===== src/rtl/cfg_chain_loader_pkg.sv =====
// Shared types and parameter-derived constants for the configuration chain loader.
package cfg_loader_pkg;

  typedef enum logic [2:0] {
    ST_IDLE,
    ST_LOAD,
    ST_SHIFT_LO,
    ST_SHIFT_HI,
    ST_REL_RST,
    ST_REL_CLK,
    ST_DONE
  } state_e;

  // Host words needed to cover the whole chain.
  function automatic int unsigned num_words(input int unsigned chain_len,
                                            input int unsigned word_w);
    return (chain_len + word_w - 1) / word_w;
  endfunction

  // Bits actually sent from the final word; a zero remainder means a full word.
  function automatic int unsigned last_bits(input int unsigned chain_len,
                                            input int unsigned word_w);
    return ((chain_len % word_w) == 0) ? word_w : (chain_len % word_w);
  endfunction

  // Width able to hold 0..chain_len.
  function automatic int unsigned bit_cnt_w(input int unsigned chain_len);
    return $clog2(chain_len + 1);
  endfunction

  // Width able to hold 0..word_w.
  function automatic int unsigned word_bit_cnt_w(input int unsigned word_w);
    return $clog2(word_w + 1);
  endfunction

  // Width able to hold 0..n_words.
  function automatic int unsigned word_cnt_w(input int unsigned n_words);
    return $clog2(n_words + 1);
  endfunction

  // Phase counter width, never narrower than one bit.
  function automatic int unsigned phase_cnt_w(input int unsigned div);
    return (div <= 2) ? 1 : $clog2(div);
  endfunction

endpackage


===== src/rtl/cfg_chain_loader_if.sv =====
// Host-to-loader configuration word stream (valid/ready).
interface cfg_chain_loader_if #(
  parameter int unsigned WORD_W = 8
) ();

  logic [WORD_W-1:0] cfg_data;
  logic              cfg_valid;
  logic              cfg_ready;

  modport master (
    output cfg_data,
    output cfg_valid,
    input  cfg_ready
  );

  modport slave (
    input  cfg_data,
    input  cfg_valid,
    output cfg_ready
  );

endinterface


===== src/rtl/cfg_chain_loader_clkgen.sv =====
// Shift clock phase timer: each shift_clk phase lasts DIV system-clock cycles.
module cfg_shift_clkgen
  import cfg_loader_pkg::*;
#(
  parameter int unsigned DIV = 2
) (
  input  logic clk,
  input  logic rst_n,
  input  logic en_i,          // FSM is in a shift phase
  input  logic hi_d_i,        // FSM next state is the high phase
  output logic phase_done_o,  // current phase ends this cycle
  output logic shift_clk_o
);

  localparam int unsigned PH_W = phase_cnt_w(DIV);

  logic [PH_W-1:0] cnt_q, cnt_d;
  logic            sclk_q;

  assign phase_done_o = en_i && (cnt_q == PH_W'(DIV - 1));
  assign shift_clk_o  = sclk_q;

  // Count cycles within a phase; restart at every phase boundary or when idle.
  always_comb begin
    cnt_d = cnt_q;
    if (!en_i || phase_done_o) begin
      cnt_d = '0;
    end else begin
      cnt_d = cnt_q + PH_W'(1);
    end
  end

  // Phase counter and registered shift clock level.
  always_ff @(posedge clk or negedge rst_n) begin
    if (!rst_n) begin
      cnt_q  <= '0;
      sclk_q <= 1'b0;
    end else begin
      cnt_q  <= cnt_d;
      sclk_q <= hi_d_i;
    end
  end

endmodule


===== src/rtl/cfg_chain_loader.sv =====
// Configuration chain loader: serialises host words onto the fabric shift chain,
// holding the fabric in reset until loading completes, then releasing reset
// before enabling the fabric clock.
module cfg_chain_loader
  import cfg_loader_pkg::*;
#(
  parameter int unsigned CHAIN_LEN = 64,
  parameter int unsigned WORD_W    = 8,
  parameter int unsigned DIV       = 2
) (
  input  logic              clk,
  input  logic              rst_n,
  input  logic              start,
  cfg_chain_loader_if.slave cfg,
  output logic              shift_clk,
  output logic              shift_o,
  output logic              fabric_rst,
  output logic              fabric_clk_en,
  output logic              busy,
  output logic              done
);

  localparam int unsigned NUM_WORDS = num_words(CHAIN_LEN, WORD_W);
  localparam int unsigned LAST_BITS = last_bits(CHAIN_LEN, WORD_W);
  localparam int unsigned BIT_W     = bit_cnt_w(CHAIN_LEN);
  localparam int unsigned WB_W      = word_bit_cnt_w(WORD_W);
  localparam int unsigned WC_W      = word_cnt_w(NUM_WORDS);

  state_e            state_q, state_d;
  logic [WORD_W-1:0] sreg_q, sreg_d, sreg_shift;
  logic              shift_o_q, shift_o_d;
  logic [BIT_W-1:0]  bit_q, bit_d, bit_inc;
  logic [WB_W-1:0]   wbit_q, wbit_d, wbit_inc, word_len;
  logic [WC_W-1:0]   word_q, word_d;
  logic              rel_q, rel_d;
  logic              ready_q, busy_q, done_q, frst_q, fen_q;
  logic              hs, phase_done, sh_en, sh_hi_d;

  assign hs         = cfg.cfg_valid && ready_q;
  assign sreg_shift = sreg_q >> 1;
  assign bit_inc    = bit_q + BIT_W'(1);
  assign wbit_inc   = wbit_q + WB_W'(1);
  assign sh_en      = (state_q == ST_SHIFT_LO) || (state_q == ST_SHIFT_HI);
  assign sh_hi_d    = (state_d == ST_SHIFT_HI);

  cfg_shift_clkgen #(
    .DIV (DIV)
  ) u_clkgen (
    .clk          (clk),
    .rst_n        (rst_n),
    .en_i         (sh_en),
    .hi_d_i       (sh_hi_d),
    .phase_done_o (phase_done),
    .shift_clk_o  (shift_clk)
  );

  // Next-state and datapath updates for the load/shift/release sequence.
  always_comb begin
    state_d   = state_q;
    sreg_d    = sreg_q;
    shift_o_d = shift_o_q;
    bit_d     = bit_q;
    wbit_d    = wbit_q;
    word_d    = word_q;
    rel_d     = rel_q;
    // The final word is truncated so the chain receives exactly CHAIN_LEN bits.
    word_len  = (word_q == WC_W'(NUM_WORDS)) ? WB_W'(LAST_BITS) : WB_W'(WORD_W);
    case (state_q)
      ST_IDLE, ST_DONE: begin
        if (start) begin
          state_d = ST_LOAD;
          bit_d   = '0;
          wbit_d  = '0;
          word_d  = '0;
          rel_d   = 1'b0;
        end
      end
      ST_LOAD: begin
        if (hs) begin
          sreg_d    = cfg.cfg_data;
          shift_o_d = cfg.cfg_data[0];
          word_d    = word_q + WC_W'(1);
          wbit_d    = '0;
          state_d   = ST_SHIFT_LO;
        end
      end
      ST_SHIFT_LO: begin
        if (phase_done) begin
          state_d = ST_SHIFT_HI;
        end
      end
      ST_SHIFT_HI: begin
        if (phase_done) begin
          bit_d = bit_inc;
          if (bit_inc == BIT_W'(CHAIN_LEN)) begin
            state_d = ST_REL_RST;
          end else if (wbit_inc == word_len) begin
            wbit_d  = '0;
            state_d = ST_LOAD;
          end else begin
            // Next bit is presented together with the falling shift_clk edge.
            wbit_d    = wbit_inc;
            sreg_d    = sreg_shift;
            shift_o_d = sreg_shift[0];
            state_d   = ST_SHIFT_LO;
          end
        end
      end
      ST_REL_RST: begin
        if (rel_q) begin
          state_d = ST_REL_CLK;
        end else begin
          rel_d = 1'b1;
        end
      end
      ST_REL_CLK: begin
        state_d = ST_DONE;
      end
      default: begin
        state_d = ST_IDLE;
      end
    endcase
  end

  // State, shift register and counters.
  always_ff @(posedge clk or negedge rst_n) begin
    if (!rst_n) begin
      state_q   <= ST_IDLE;
      sreg_q    <= '0;
      shift_o_q <= 1'b0;
      bit_q     <= '0;
      wbit_q    <= '0;
      word_q    <= '0;
      rel_q     <= 1'b0;
    end else begin
      state_q   <= state_d;
      sreg_q    <= sreg_d;
      shift_o_q <= shift_o_d;
      bit_q     <= bit_d;
      wbit_q    <= wbit_d;
      word_q    <= word_d;
      rel_q     <= rel_d;
    end
  end

  // Control outputs are decoded from the next state so they are flop outputs
  // yet change in the same cycle the state does.
  always_ff @(posedge clk or negedge rst_n) begin
    if (!rst_n) begin
      ready_q <= 1'b0;
      busy_q  <= 1'b0;
      done_q  <= 1'b0;
      frst_q  <= 1'b1;
      fen_q   <= 1'b0;
    end else begin
      ready_q <= (state_d == ST_LOAD);
      busy_q  <= !(state_d inside {ST_IDLE, ST_DONE});
      done_q  <= (state_d == ST_DONE);
      frst_q  <= !(state_d inside {ST_REL_RST, ST_REL_CLK, ST_DONE});
      fen_q   <= (state_d inside {ST_REL_CLK, ST_DONE});
    end
  end

  assign cfg.cfg_ready  = ready_q;
  assign shift_o        = shift_o_q;
  assign fabric_rst     = frst_q;
  assign fabric_clk_en  = fen_q;
  assign busy           = busy_q;
  assign done           = done_q;

endmodule


===== src/flat_wrapper.sv =====
// flat-port wrapper written by rule: the top's interface ports become plain ports
module cfg_chain_loader_flat import cfg_loader_pkg::*;
#(
  parameter int unsigned CHAIN_LEN = 64,
  parameter int unsigned WORD_W    = 8,
  parameter int unsigned DIV       = 2
)
  (clk, rst_n, start, shift_clk, shift_o, fabric_rst, fabric_clk_en, busy, done, cfg_cfg_data, cfg_cfg_valid, cfg_cfg_ready);
  cfg_chain_loader_if #(.WORD_W(WORD_W)) cfg_i ();
  input  logic clk;
  input  logic rst_n;
  input  logic start;
  output logic shift_clk;
  output logic shift_o;
  output logic fabric_rst;
  output logic fabric_clk_en;
  output logic busy;
  output logic done;
  input wire logic [$bits(cfg_i.cfg_data)-1:0] cfg_cfg_data;
  input wire logic [$bits(cfg_i.cfg_valid)-1:0] cfg_cfg_valid;
  output wire logic [$bits(cfg_i.cfg_ready)-1:0] cfg_cfg_ready;
  assign cfg_i.cfg_data = cfg_cfg_data;
  assign cfg_i.cfg_valid = cfg_cfg_valid;
  assign cfg_cfg_ready = cfg_i.cfg_ready;
  cfg_chain_loader #(.CHAIN_LEN(CHAIN_LEN), .WORD_W(WORD_W), .DIV(DIV)) u_core (.clk(clk), .rst_n(rst_n), .start(start), .cfg(cfg_i), .shift_clk(shift_clk), .shift_o(shift_o), .fabric_rst(fabric_rst), .fabric_clk_en(fabric_clk_en), .busy(busy), .done(done));
endmodule

===== config.mk =====
export PLATFORM = sky130hd
export DESIGN_NAME = cfg_chain_loader_flat
export DESIGN_NICKNAME = d
export VERILOG_FILES = /design/src/rtl/cfg_chain_loader_pkg.sv /design/src/rtl/cfg_chain_loader_if.sv /design/src/rtl/cfg_chain_loader_clkgen.sv /design/src/rtl/cfg_chain_loader.sv /design/src/flat_wrapper.sv
export SDC_FILE = /design/constraint.sdc
export NUM_CORES = 1
export LEC_CHECK = 0
export CAP_MARGIN = 0
export CORE_MARGIN = 5
export CORE_UTILIZATION = 27
export DETAILED_ROUTE_END_ITERATION = 12
export PLACE_DENSITY = 0.51
export SYNTH_ARGS = -nofsm -noshare
export SYNTH_HDL_FRONTEND = slang
export SYNTH_SLANG_ARGS = --single-unit

===== constraint.sdc =====
create_clock -name clk -period 3.16 [get_ports clk]
set_clock_uncertainty 0.15 [all_clocks]
set_input_delay 0.474 -clock clk [delete_from_list [all_inputs] [get_ports clk]]
set_output_delay 0.474 -clock clk [all_outputs]
set_load 0.02 [all_outputs]

## Word level (Yosys, flattened, before mapping)

Cells that the tools add are included.

- Register bits after elaboration: 31
- Input port bits: 12
- Output and inout bits: 7
- Logic and storage cells: 85

- $add $sub $neg: 3
- Equality and inequality tests: 18
- Multiplexer cells: 30
- Reduce and logical (&&, ||, !) cells: 21

Operators with widths:

| kind | number |
|---|---|
| $mux 8 | 4 |
| $mux 4 | 5 |
| $eq 3x3->1 const B | 6 |
| $mux 3 | 6 |
| $pmux 3 s6 | 1 |
| $pmux 8 s2 | 1 |
| $mux 7 | 2 |
| $pmux 7 s2 | 1 |
| $pmux 4 s3 | 1 |
| $reduce_and 5->1 | 2 |
| $reduce_bool 2->1 | 5 |
| $eq 3x2->1 const B | 3 |
| $ne 2x2->1 const B | 4 |
| $add 7x1->7 const B | 1 |
| $eq 7x7->1 const B | 1 |
| $eq 3x1->1 const B | 2 |
| $logic_not 3->1 | 2 |
| $mux 1 | 6 |
| $reduce_bool 3->1 | 2 |
| $add 4x1->4 const B | 1 |
| $eq 4x4->1 const B | 1 |
| $pmux 1 s2 | 2 |
| $logic_not 1->1 | 3 |
| $reduce_and 3->1 | 1 |
| 7 further kinds | 9 |

## Depth between registers and ports, before layout

Gate-level depths: netlist of the first run.

- Word-level depth: 9
- Gate-level depth with buffers: 7
- Gate-level depth less buffers: 7

## Modules after synthesis

A second synthesis of the first run with hierarchy kept.

- Cell total of the unflattened synthesis: 170
- Area, all modules: 1724.2 µm²

Modules (own cells, without submodules):

| module | times used | cells an instance | area each (µm²) |
|---|---|---|---|
| cfg_chain_loader | 1 | 166 | 1657.8 |
| cfg_shift_clkgen | 1 | 4 | 66.3 |

## Least setup slack after synthesis of the first run

OpenSTA, ideal clock, no wires.

- Path kind: register to register
- Start point: register u_core.bit_q[0]
- End point: register u_core.sreg_q[0]
- Setup time: 125 ps
- Arrival time: 1856 ps
- Data required time: 2885 ps
- Path slack: 1030 ps
- Stages on the path, launching flop included: 8
- Cells stage by stage: dfrtp_1 ha_1 xor2_1 nand4_1 a21oi_2 a21oi_4 a21oi_4 mux2_2

- Word-level cells in the longest chain between the ends: 4

Ends and longest elaborated chain:

| element | line | RTL |
|---|---|---|
| start: declaration | cfg_chain_loader.sv:32 | `logic [BIT_W-1:0] bit_q, bit_d, bit_inc;` |
| start signal: assignment | cfg_chain_loader.sv:139 | `bit_q <= bit_d;` |
| $add 7x1->7 | cfg_chain_loader.sv:41 | `assign bit_inc = bit_q + BIT_W'(1);` |
| $eq 7x7->1 | cfg_chain_loader.sv:95 | `if (bit_inc == BIT_W'(CHAIN_LEN)) begin` |
| $ne 2x2->1 (no source line) | - |  |
| $reduce_and 5->1 (no source line) | - |  |
| end signal: assignment | cfg_chain_loader.sv:137 | `sreg_q <= sreg_d;` |
| end: declaration | cfg_chain_loader.sv:30 | `logic [WORD_W-1:0] sreg_q, sreg_d, sreg_shift;` |

No other way between the ends.
A chain may end at the register's enable or synchronous reset.

## Final worst setup path of the first run

- Start point: register u_core.bit_q[0]
- End point: register u_core.sreg_q[6]

The elaborated chain is that of the path after synthesis.

==> qor.txt, run 1 <==
Max-cap violations -> 0
Die W -> 86.9 um
Worst VDD drop -> 0.357 mV
Clock Sinks -> 30
Layout Cells excl Fill -> 254
WL final -> 3.24 mm
Post-synth net total -> 171
FMAX -> 424 MHz
Req. time, crit path -> 3.18 ns
Area share of the largest cell type after synthesis -> 45.5%
HP Start -> u_core.sreg_q[1]
TNS Setup -> 0 ns
Die H -> 86.9 um
Placement Cell Area -> 1870 sq um
R2R depth -> 7
Outcome -> finished, final reports clean
Top_reg_cell synth -> dfrtp_1
Finished Cell Area -> 2010 sq um
Vias -> 1184
Fill count -> 579
Core area -> 5850 sq um
H-tree depth -> 2
Post-CTS sizing -> 0
Crit path largest cell delay -> 0.43 ns
Cell Rows -> 28
Hold EP -> u_core.sreg_q[1]
Hold Crit Class -> reg2reg
Routability Congestion -> 0.754
Crit path capture type -> register
Starting DRC count in detailed routing -> 59
Setup bufs post-CTS -> 0
Cell taking the most area after synthesis -> dfrtp_1
Total power -> 0.00179 W
Final setup fails -> 0
Leak -> 0.864 nW
RR Endpoint -> u_core.sreg_q[6]
Final hold vios -> 0
Die area -> 7550 sq um
Vias in the first global route -> 1236
Async SR Flop Fraction -> 100%
DR vias/cell -> 4.66
Rel. slew slack -> 62.7%
Post-Syn Area per Cell -> 10.2 sq um
Grt met3 use -> 3.12%
CP Class -> reg2reg
DRT Pass-1 Iters -> 4
Measured slew at the worst slew-check pin -> 0.555 ns
Worst-skew pair later-pin latency -> 0.28 ns
Synthesis-stage register bit count -> 30
Ys Warns -> 0
Post-synth EDFFs -> 0
Worst r2r src -> u_core.bit_q[0]
Synth Instances -> 156
I/O pin total -> 19
Crit path launch type -> register
Final core occ -> 34.3%
Max Slew Vio Count -> 0
Critical path arrival -> 2.37 ns
Grt met1 use -> 13.4%
Global Route Usage Sum -> 9.80%
Worst-path fanout max -> 8
DP HPWL -> 2.35 mm
Cells along the critical path -> ha_1 -> xor2_1 -> nand4_1 -> a21oi_2 -> a21oi_4 -> a21oi_4 -> mux2_2
Initial Util -> 27.3%
Grt total ovfl -> 0
Share of cells above drive strength 1 -> 17.3%
Hold buffer count at cts -> 0
Inserted Diodes -> 0
RSZ-0062 raised after global routing -> false
Levels on crit path -> 7
Initial antenna violation count -> 0
CTS buffer count -> 5
Number of port buffers -> 18
Unique masters post-synth -> 40
Nets -> 193
Wire length per cell -> 12.8 um
Fin crit period -> 2.36 ns
Global route hottest layer -> met2
DRT antenna net count -> 0
Remaining DRCs -> 0
Maximum buffer depth of the clock tree -> 2
CTS tree -> built
R2R Setup Slk -> 0.80 ns
First-pass GRT wire length -> 5.82 mm
Most used cell, CP -> a21oi_4
CP top delay family -> compound AO/OA/AOI/OAI gates
Largest cells by area after synthesis -> dfrtp_1 45%, mux2_2 11%, o21ai_0 4.1%
Post-Synthesis Cell Area -> 1600 sq um
Area grow syn2layout -> 25.8%
Fin crit share -> 74.6%
Cell count after placement -> 246
CP bufs+invs -> 0
Clock slew at reported path FFs -> 0.07 ns
Root buf cell -> clkbuf_8
M2 GR Usage -> 14.6%
Hold Path Depth -> 1
Register area share after synthesis -> 47.1%
Crit-path slowest cell -> dfrtp_1
Pwr dens -> 893 nW/um^2
Largest net degree at the start of global routing -> 31
[synthesized netlist by cell type (2+ instances only)]
| library cell | count |
|---|---|
| a21oi_1 | 7 |
| a21oi_4 | 2 |
| a22o_1 | 3 |
| a22oi_1 | 2 |
| a31oi_1 | 2 |
| a32o_1 | 2 |
| and3_1 | 2 |
| clkbuf_1 | 4 |
| dfrtp_1 | 29 |
| ha_1 | 3 |
| inv_1 | 6 |
| mux2_2 | 15 |
| nand2_1 | 11 |
| nand2b_1 | 4 |
| nand3_1 | 7 |
| nand3b_1 | 2 |
| nor2_1 | 13 |
| nor2b_1 | 3 |
| nor3_1 | 2 |
| o21ai_0 | 13 |
| xor2_1 | 5 |
[flip-flops by register name (all words and copies together), names as in the netlist]
register / flops
u_core.bit_q: 7
u_core.busy: 1
u_core.cfg.cfg_ready: 1
u_core.done: 1
u_core.fabric_clk_en: 1
u_core.fabric_rst: 1
u_core.rel_q: 1
u_core.sreg_q: 8
u_core.state_q: 3
u_core.u_clkgen.cnt_q: 1
u_core.u_clkgen.shift_clk_o: 1
u_core.wbit_q: 4
[cell usage in the layout, fill, tap and decap left out, types with 4 or more instances in the layout]
| master | n |
|---|---|
| clkdlybuf4s50_1 | 18 |
| inv_1 | 6 |
| dfrtp_1 | 29 |
| xor2_1 | 5 |
| o21ai_0 | 13 |
| nor2_1 | 13 |
| clkbuf_8 | 6 |
| mux2_2 | 15 |
| nand2_1 | 11 |
| a21oi_1 | 7 |
| nand3_1 | 7 |
| nand2b_1 | 4 |
[where the power goes]
part | internal, W | leakage, nW | total [W] | switching (W)
Sequential | 0.000505 | 0.383 | 0.000631 | 0.000126
Clock | 0.000336 | 0.0714 | 0.000484 | 0.000147
Combinational | 0.000331 | 0.410 | 0.000678 | 0.000347
[worst max path at each step]
| stage | from | to | slack, ns |
|---|---|---|---|
| floorplan | u_core.bit_q[0] | u_core.sreg_q[0] | 1.03 |
| global placement | start | u_core.sreg_q[0] | 0.68 |
| detailed placement | start | u_core.sreg_q[6] | 0.67 |
| CTS | u_core.bit_q[0] | u_core.sreg_q[6] | 0.79 |
| global route | u_core.bit_q[0] | u_core.sreg_q[5] | 0.66 |
| finish | u_core.bit_q[0] | u_core.sreg_q[6] | 0.80 |
[area by class of cell]
class	count	area (sq um)	share of cell area (%)
Multi-Input combinational cell	115	802	39.9
Sequential cell	30	752	37.4
Timing Repair Buffer	20	195	9.72
Tap cell	75	93.8	4.67
Clock buffer	6	82.6	4.11
Clock inverter	2	60.1	2.99
Inverter	6	22.5	1.12
[cell families (layout without fill, tap and decap cells)]
kind of cell | Yosys count | in the layout | synth area share [%]
AND/OR/NAND/NOR | 49 | 49 | 15.3
AO/OA/AOI/OAI | 41 | 41 | 18.1
flip-flops | 30 | 30 | 47.1
multiplexers | 16 | 16 | 11.2
buffers and inverters | 11 | 34 | 2.66
XOR/XNOR | 6 | 6 | 3.29
adder cells (fa/ha/maj) | 3 | 3 | 2.35
[stage by stage]
stage	worst slack [ns]	hold WS [ns]
2_1_floorplan	1.03	0.0284
3_3_place_gp	0.682	0.341
3_5_place_dp	0.674	0.343
4_1_cts	0.790	0.359
5_1_grt	0.664	0.381
6_report	0.801	0.356
[per-layer routing]
layer | up-vias | part of all wire (%)
met3 | 3 | 3.7
met1 | 562 | 50
met4 | 0 | 0.83
met2 | 18 | 45
li1 | 601 | -
met5 | - | 0
No activity file was read; power rests on OpenSTA's default activity.
==> run 2, diff against run 1 <==
Settings changed: PLACE_DENSITY 0.51 to 0.52.
Clock period 3.16 ns to 2.04 ns, I/O delays scaled along.
==> qor.txt, run 2 (synthesized netlist as in run 1, its figures left out) <==
Outcome -> finished with violations
Failing checks -> setup timing
CP bufs+invs -> 1 (+1)
Nets -> 222 (+15%)
Worst r2r src -> u_core.bit_q[1]
Area grow syn2layout -> 41.5%
DP HPWL -> 2.59 mm (+10%)
Layout Cells excl Fill -> 283 (+11%)
Max Slew Vio Count -> 0 (unchanged)
Hold Crit Class -> in2async
FMAX -> 481 MHz (+14%)
Critical Path Source -> u_core.bit_q[1]
CP top delay family -> compound AO/OA/AOI/OAI gates
Core area -> 5850 sq um (unchanged)
Final setup fails -> 7 (+7)
Maximum buffer depth of the clock tree -> 2 (unchanged)
Rel. slew slack -> 72.2% (+9.5 points)
Grt total ovfl -> 0 (unchanged)
Worst-skew pair later-pin latency -> 0.27 ns (about the same)
Worst VDD drop -> 0.589 mV (+65%)
Cell Rows -> 28 (unchanged)
CTS tree -> built
Req. time, crit path -> 2.05 ns (-1.13 ns)
Die W -> 86.9 um (unchanged)
Crit path launch type -> register
Crit path largest cell delay -> 0.42 ns (about the same)
First-pass GRT wire length -> 5.98 mm (+2.6%)
Pwr dens -> 1330 nW/um^2 (+49%)
Final core occ -> 38.6% (+4.3 points)
Number of port buffers -> 18 (unchanged)
Wire length per cell -> 12.5 um (-1.9%)
CP Class -> reg2reg
DRT Pass-1 Iters -> 4 (unchanged)
Final hold vios -> 0 (unchanged)
Initial antenna violation count -> 0 (unchanged)
R2R Setup Slk -> -0.04 ns (-0.84 ns)
Die H -> 86.9 um (unchanged)
Crit path capture type -> register
Vias in the first global route -> 1314 (+6.3%)
DRT antenna net count -> 0 (unchanged)
Most used cell, CP -> a21oi_4
Global Route Usage Sum -> 9.91% (+0.12 points)
Hold buffer count at cts -> 0 (unchanged)
Commonest non-fill, non-tap cell in the layout -> buf_4
Worst-path fanout max -> 7 (-1)
Die area -> 7550 sq um (unchanged)
Hold WS -> 0.272 ns (-0.0843 ns)
Crit-path slowest cell -> dfrtp_1
Final setup margin -> -0.0381 ns (-0.839 ns)
CTS buffer count -> 5 (unchanged)
Vias -> 1317 (+11%)
Inserted Diodes -> 0 (unchanged)
Critical path arrival -> 2.09 ns (-0.28 ns)
Remaining DRCs -> 0 (unchanged)
Initial Util -> 27.3% (unchanged)
Fin crit share -> 102% (+27 points)
TNS Setup -> -0.250 ns (-0.250 ns)
Starting DRC count in detailed routing -> 67 (+14%)
Cells along the critical path -> ha_2 -> xor2_1 -> nand4_1 -> a21oi_4 -> a21oi_4 -> a21oi_4 -> buf_12 -> mux2_4
Root buf cell -> clkbuf_8
Largest register by flop count -> u_core.sreg_q
I/O pin total -> 19 (unchanged)
RSZ-0062 raised after global routing -> true
Leak -> 1.03 nW (+20%)
Commonest cells after routing, fill and taps aside -> 30 x buf_4, 28 x dfrtp_1, 18 x clkdlybuf4s50_1, 12 x o21ai_0
Share of cells above drive strength 1 -> 31.7% (+14 points)
Largest net degree at the start of global routing -> 31 (unchanged)
Max-cap violations -> 0 (unchanged)
Max reg flops -> 8 (unchanged)
WL final -> 3.54 mm (+9.3%)
H-tree depth -> 2 (unchanged)
Largest registers -> u_core.sreg_q (8), u_core.bit_q (7), u_core.wbit_q (4)
Routability Congestion -> 0.767 (+1.8%)
Fin crit period -> 2.08 ns (-0.281 ns)
DR vias/cell -> 4.65 (-0.17%)
Measured slew at the worst slew-check pin -> 0.416 ns (-0.139 ns)
Clock Sinks -> 30 (unchanged)
Clock slew at reported path FFs -> 0.07 ns (about the same)
Cell count after placement -> 273 (+11%)
[run 2: final timing paths]
kind,endpoint,cells past startpoint
setup reg to reg,u_core.sreg_q[1],8
max in group asynchronous,u_core.fabric_rst,2
hold / removal,u_core.bit_q[6],2
hold reg to reg,u_core.u_clkgen.cnt_q,1
setup / recovery,u_core.sreg_q[1],8
min in group clk,u_core.u_clkgen.cnt_q,1
[run 2: report_power, final]
group	leakage [nW]	switching (W)	internal, W	total, W
logic	0.595	0.000663	0.000818	0.00148
clock network	0.0575	0.000230	0.000341	0.000571
registers	0.381	0.000165	0.000782	0.000947
[run 2: repair_timing]
item / 4_1_cts / 5_1_grt
setup endpoints to repair: 7 / 12
setup buffers: 1 / 1
pin swaps: 8 / 5
resized for setup: 8 / 5
[run 2: worst reg2reg max path: stages, from the launching register on]
cell	delay, ns
dfrtp_1	0.42
ha_2	0.21
xor2_1	0.12
nand4_1	0.16
a21oi_4	0.23
a21oi_4	0.09
a21oi_4	0.15
buf_12	0.15
mux2_4	0.30
[run 2: per-layer routing]
layer / share of wire (%) / track usage (%)
met4: 0 / 2.12
met1: 47 / 12.7
met5: 0 / 0
met2: 48 / 16.4
met3: 5.3 / 3.22
[run 2: final cells by class]
class                   count  area (sq um)
fillers                   587          3590
multi-input cells         115           853
flip-flops and latches     30           753
repair buffers             49           425
clock buffers               8           110
well taps                  75          93.8
inverters                   6          22.5
[run 2: per-stage QoR]
step	total power, W	instance area (sq um)	setup slack, ns
final	0.00300	2260	-0.0381
after floorplan	0.00176	1610	-0.0411
after global routing	0.00324	2260	-0.109
after CTS	0.00300	2240	-0.0558
after detailed placement	0.00230	2080	-0.183
after global placement	0.00229	2080	-0.178
==> run 3, diff against run 2 <==
Settings changed: PLACE_DENSITY 0.52 to not set, PLACE_DENSITY_LB_ADDON set to 0.2.
==> qor.txt, run 3 (synthesized netlist as in run 1, its figures left out) <==
Starting DRC count in detailed routing -> 65 (-3.0%)
Worst VDD drop -> 0.593 mV (+0.81%)
Grt total ovfl -> 0 (unchanged)
Global Route Usage Sum -> 11.2% (+1.3 points)
DRT Pass-1 Iters -> 6 (+2)
Largest register by flop count -> u_core.sreg_q
Outcome -> finished with violations
Crit-path slowest cell -> dfrtp_1
CP bufs+invs -> 1 (unchanged)
Area grow syn2layout -> 42.2%
Max reg flops -> 8 (unchanged)
Finished Cell Area -> 2270 sq um (+0.55%)
Failing checks -> setup timing
Most used cell, CP -> a21oi_4
I/O pin total -> 19 (unchanged)
Final hold vios -> 0 (unchanged)
Crit path launch type -> register
Cells along the critical path -> ha_2 -> xor2_1 -> nand4_1 -> a21oi_4 -> a21oi_4 -> a21oi_4 -> buf_12 -> mux2_4
FMAX -> 472 MHz (-1.9%)
Fill count -> 575 (-2.0%)
Pwr dens -> 1320 nW/um^2 (-0.53%)
Fin crit share -> 104% (+2.0 points)
Multi-input logic area -> 877 sq um (+2.8%)
DR vias/cell -> 4.79 (+2.9%)
Inserted Diodes -> 0 (unchanged)
Root buf cell -> clkbuf_8
WL final -> 3.84 mm (+8.2%)
Largest registers -> u_core.sreg_q (8), u_core.bit_q (7), u_core.wbit_q (4)
Max-cap violations -> 0 (unchanged)
Crit path largest cell delay -> 0.42 ns (about the same)
Largest net degree at the start of global routing -> 31 (unchanged)
CP Class -> reg2reg
Share of cells above drive strength 1 -> 34.1% (+2.4 points)
RSZ-0062 raised after global routing -> true
First-pass GRT wire length -> 6.49 mm (+8.7%)
Core area -> 5850 sq um (unchanged)
Die H -> 86.9 um (unchanged)
Leak -> 1.03 nW (-0.26%)
Remaining DRCs -> 0 (unchanged)
R2R Setup Slk -> -0.08 ns (-0.04 ns)
Rel. slew slack -> 73.6% (+1.4 points)
H-tree depth -> 2 (unchanged)
Critical path arrival -> 2.13 ns (+0.04 ns)
Post-Place Setup Slack -> -0.147 ns (+0.0358 ns)
Clock Sinks -> 30 (unchanged)
Nets -> 222 (unchanged)
Wire length per cell -> 13.6 um (+8.2%)
Fin crit period -> 2.12 ns (+0.0398 ns)
Vias in the first global route -> 1421 (+8.1%)
Max Slew Vio Count -> 0 (unchanged)
Final setup fails -> 9 (+2)
Final setup margin -> -0.0779 ns (-0.0398 ns)
Vias -> 1355 (+2.9%)
Number of port buffers -> 18 (unchanged)
Initial antenna violation count -> 0 (unchanged)
CTS tree -> built
DP HPWL -> 2.86 mm (+11%)
Worst-path fanout max -> 7 (unchanged)
Req. time, crit path -> 2.05 ns (about the same)
Measured slew at the worst slew-check pin -> 0.396 ns (-0.0192 ns)
Hold buffer count at cts -> 0 (unchanged)
Cell Rows -> 28 (unchanged)
CTS buffer count -> 5 (unchanged)
Clock slew at reported path FFs -> 0.06 ns (about the same)
Die area -> 7550 sq um (unchanged)
Routability Congestion -> 0.867 (+13%)
Hold Crit Class -> in2async
Commonest cells after routing, fill and taps aside -> 28 x buf_4, 28 x dfrtp_1, 18 x clkdlybuf4s50_1, 12 x o21ai_0, 11 x nand2_1
Maximum buffer depth of the clock tree -> 2 (unchanged)
Initial Util -> 27.3% (unchanged)
Worst-skew pair later-pin latency -> 0.28 ns (about the same)
CP top delay family -> compound AO/OA/AOI/OAI gates
Critical Path Source -> u_core.bit_q[0]
DRT antenna net count -> 0 (unchanged)
Crit path capture type -> register
Placement Cell Area -> 2060 sq um (-0.72%)
Register area -> 753 sq um (unchanged)
Die W -> 86.9 um (unchanged)
Worst r2r src -> u_core.bit_q[0]
run 3: per-layer routing:
| metal | global-route usage, % | part of all wire, % | up-vias |
|---|---|---|---|
| met5 | 0 | 0 | - |
| met3 | 4.64 | 5.8 | 12 |
| met4 | 4.96 | 2.5 | 0 |
| met1 | 12.7 | 42 | 646 |
| met2 | 18.4 | 49 | 33 |
| li1 | - | - | 664 |
run 3: worst paths after layout:
check,to,cells after the start
max in group asynchronous,u_core.fabric_rst,2
min in group clk,u_core.sreg_q[3],1
setup reg to reg,u_core.sreg_q[1],8
hold / removal,u_core.u_clkgen.cnt_q,2
hold reg to reg,u_core.sreg_q[3],1
setup / recovery,u_core.sreg_q[1],8
run 3: what timing repair did:
| item | 4_1_cts | 5_1_grt |
|---|---|---|
| setup endpoints to repair | 10 | 17 |
| resized for setup | 12 | 9 |
| buffers inserted | 2 | 3 |
| pin swaps | 11 | 4 |
run 3: final cells by class:
cell class	instances	share of cell area, %
Inverter	6	0.992
Clock inverter	1	0.220
Timing Repair Buffer	49	19.1
Sequential cell	30	33.2
Tap cell	75	4.13
Multi-Input combinational cell	115	38.6
Clock buffer	7	3.80
run 3: report_power, final:
group          leakage, nW  internal, W  total (W)  switching, W
Combinational        0.602     0.000848    0.00157      0.000717
Sequential           0.381     0.000783   0.000947      0.000164
Clock               0.0482     0.000271   0.000487      0.000216
run 3: worst register-to-register path, stage by stage, from the launching register on:
cell	delay [ns]
dfrtp_1	0.42
ha_2	0.23
xor2_1	0.14
nand4_1	0.16
a21oi_4	0.20
a21oi_4	0.09
a21oi_4	0.17
buf_12	0.14
mux2_4	0.30
run 3: through the flow:
step	utilization, %	power [W]	hold slack [ns]	instances	setup TNS, ns
finish	38.8	0.00300	0.270	283	-0.634
global placement	35.3	0.00226	0.336	271	-1.05
global route	38.8	0.00323	0.302	283	-1.84
detailed placement	35.3	0.00231	0.343	271	-1.18
CTS	38.0	0.00296	0.280	281	-0.749
floorplan	-	0.00176	-0.140	156	-0.288
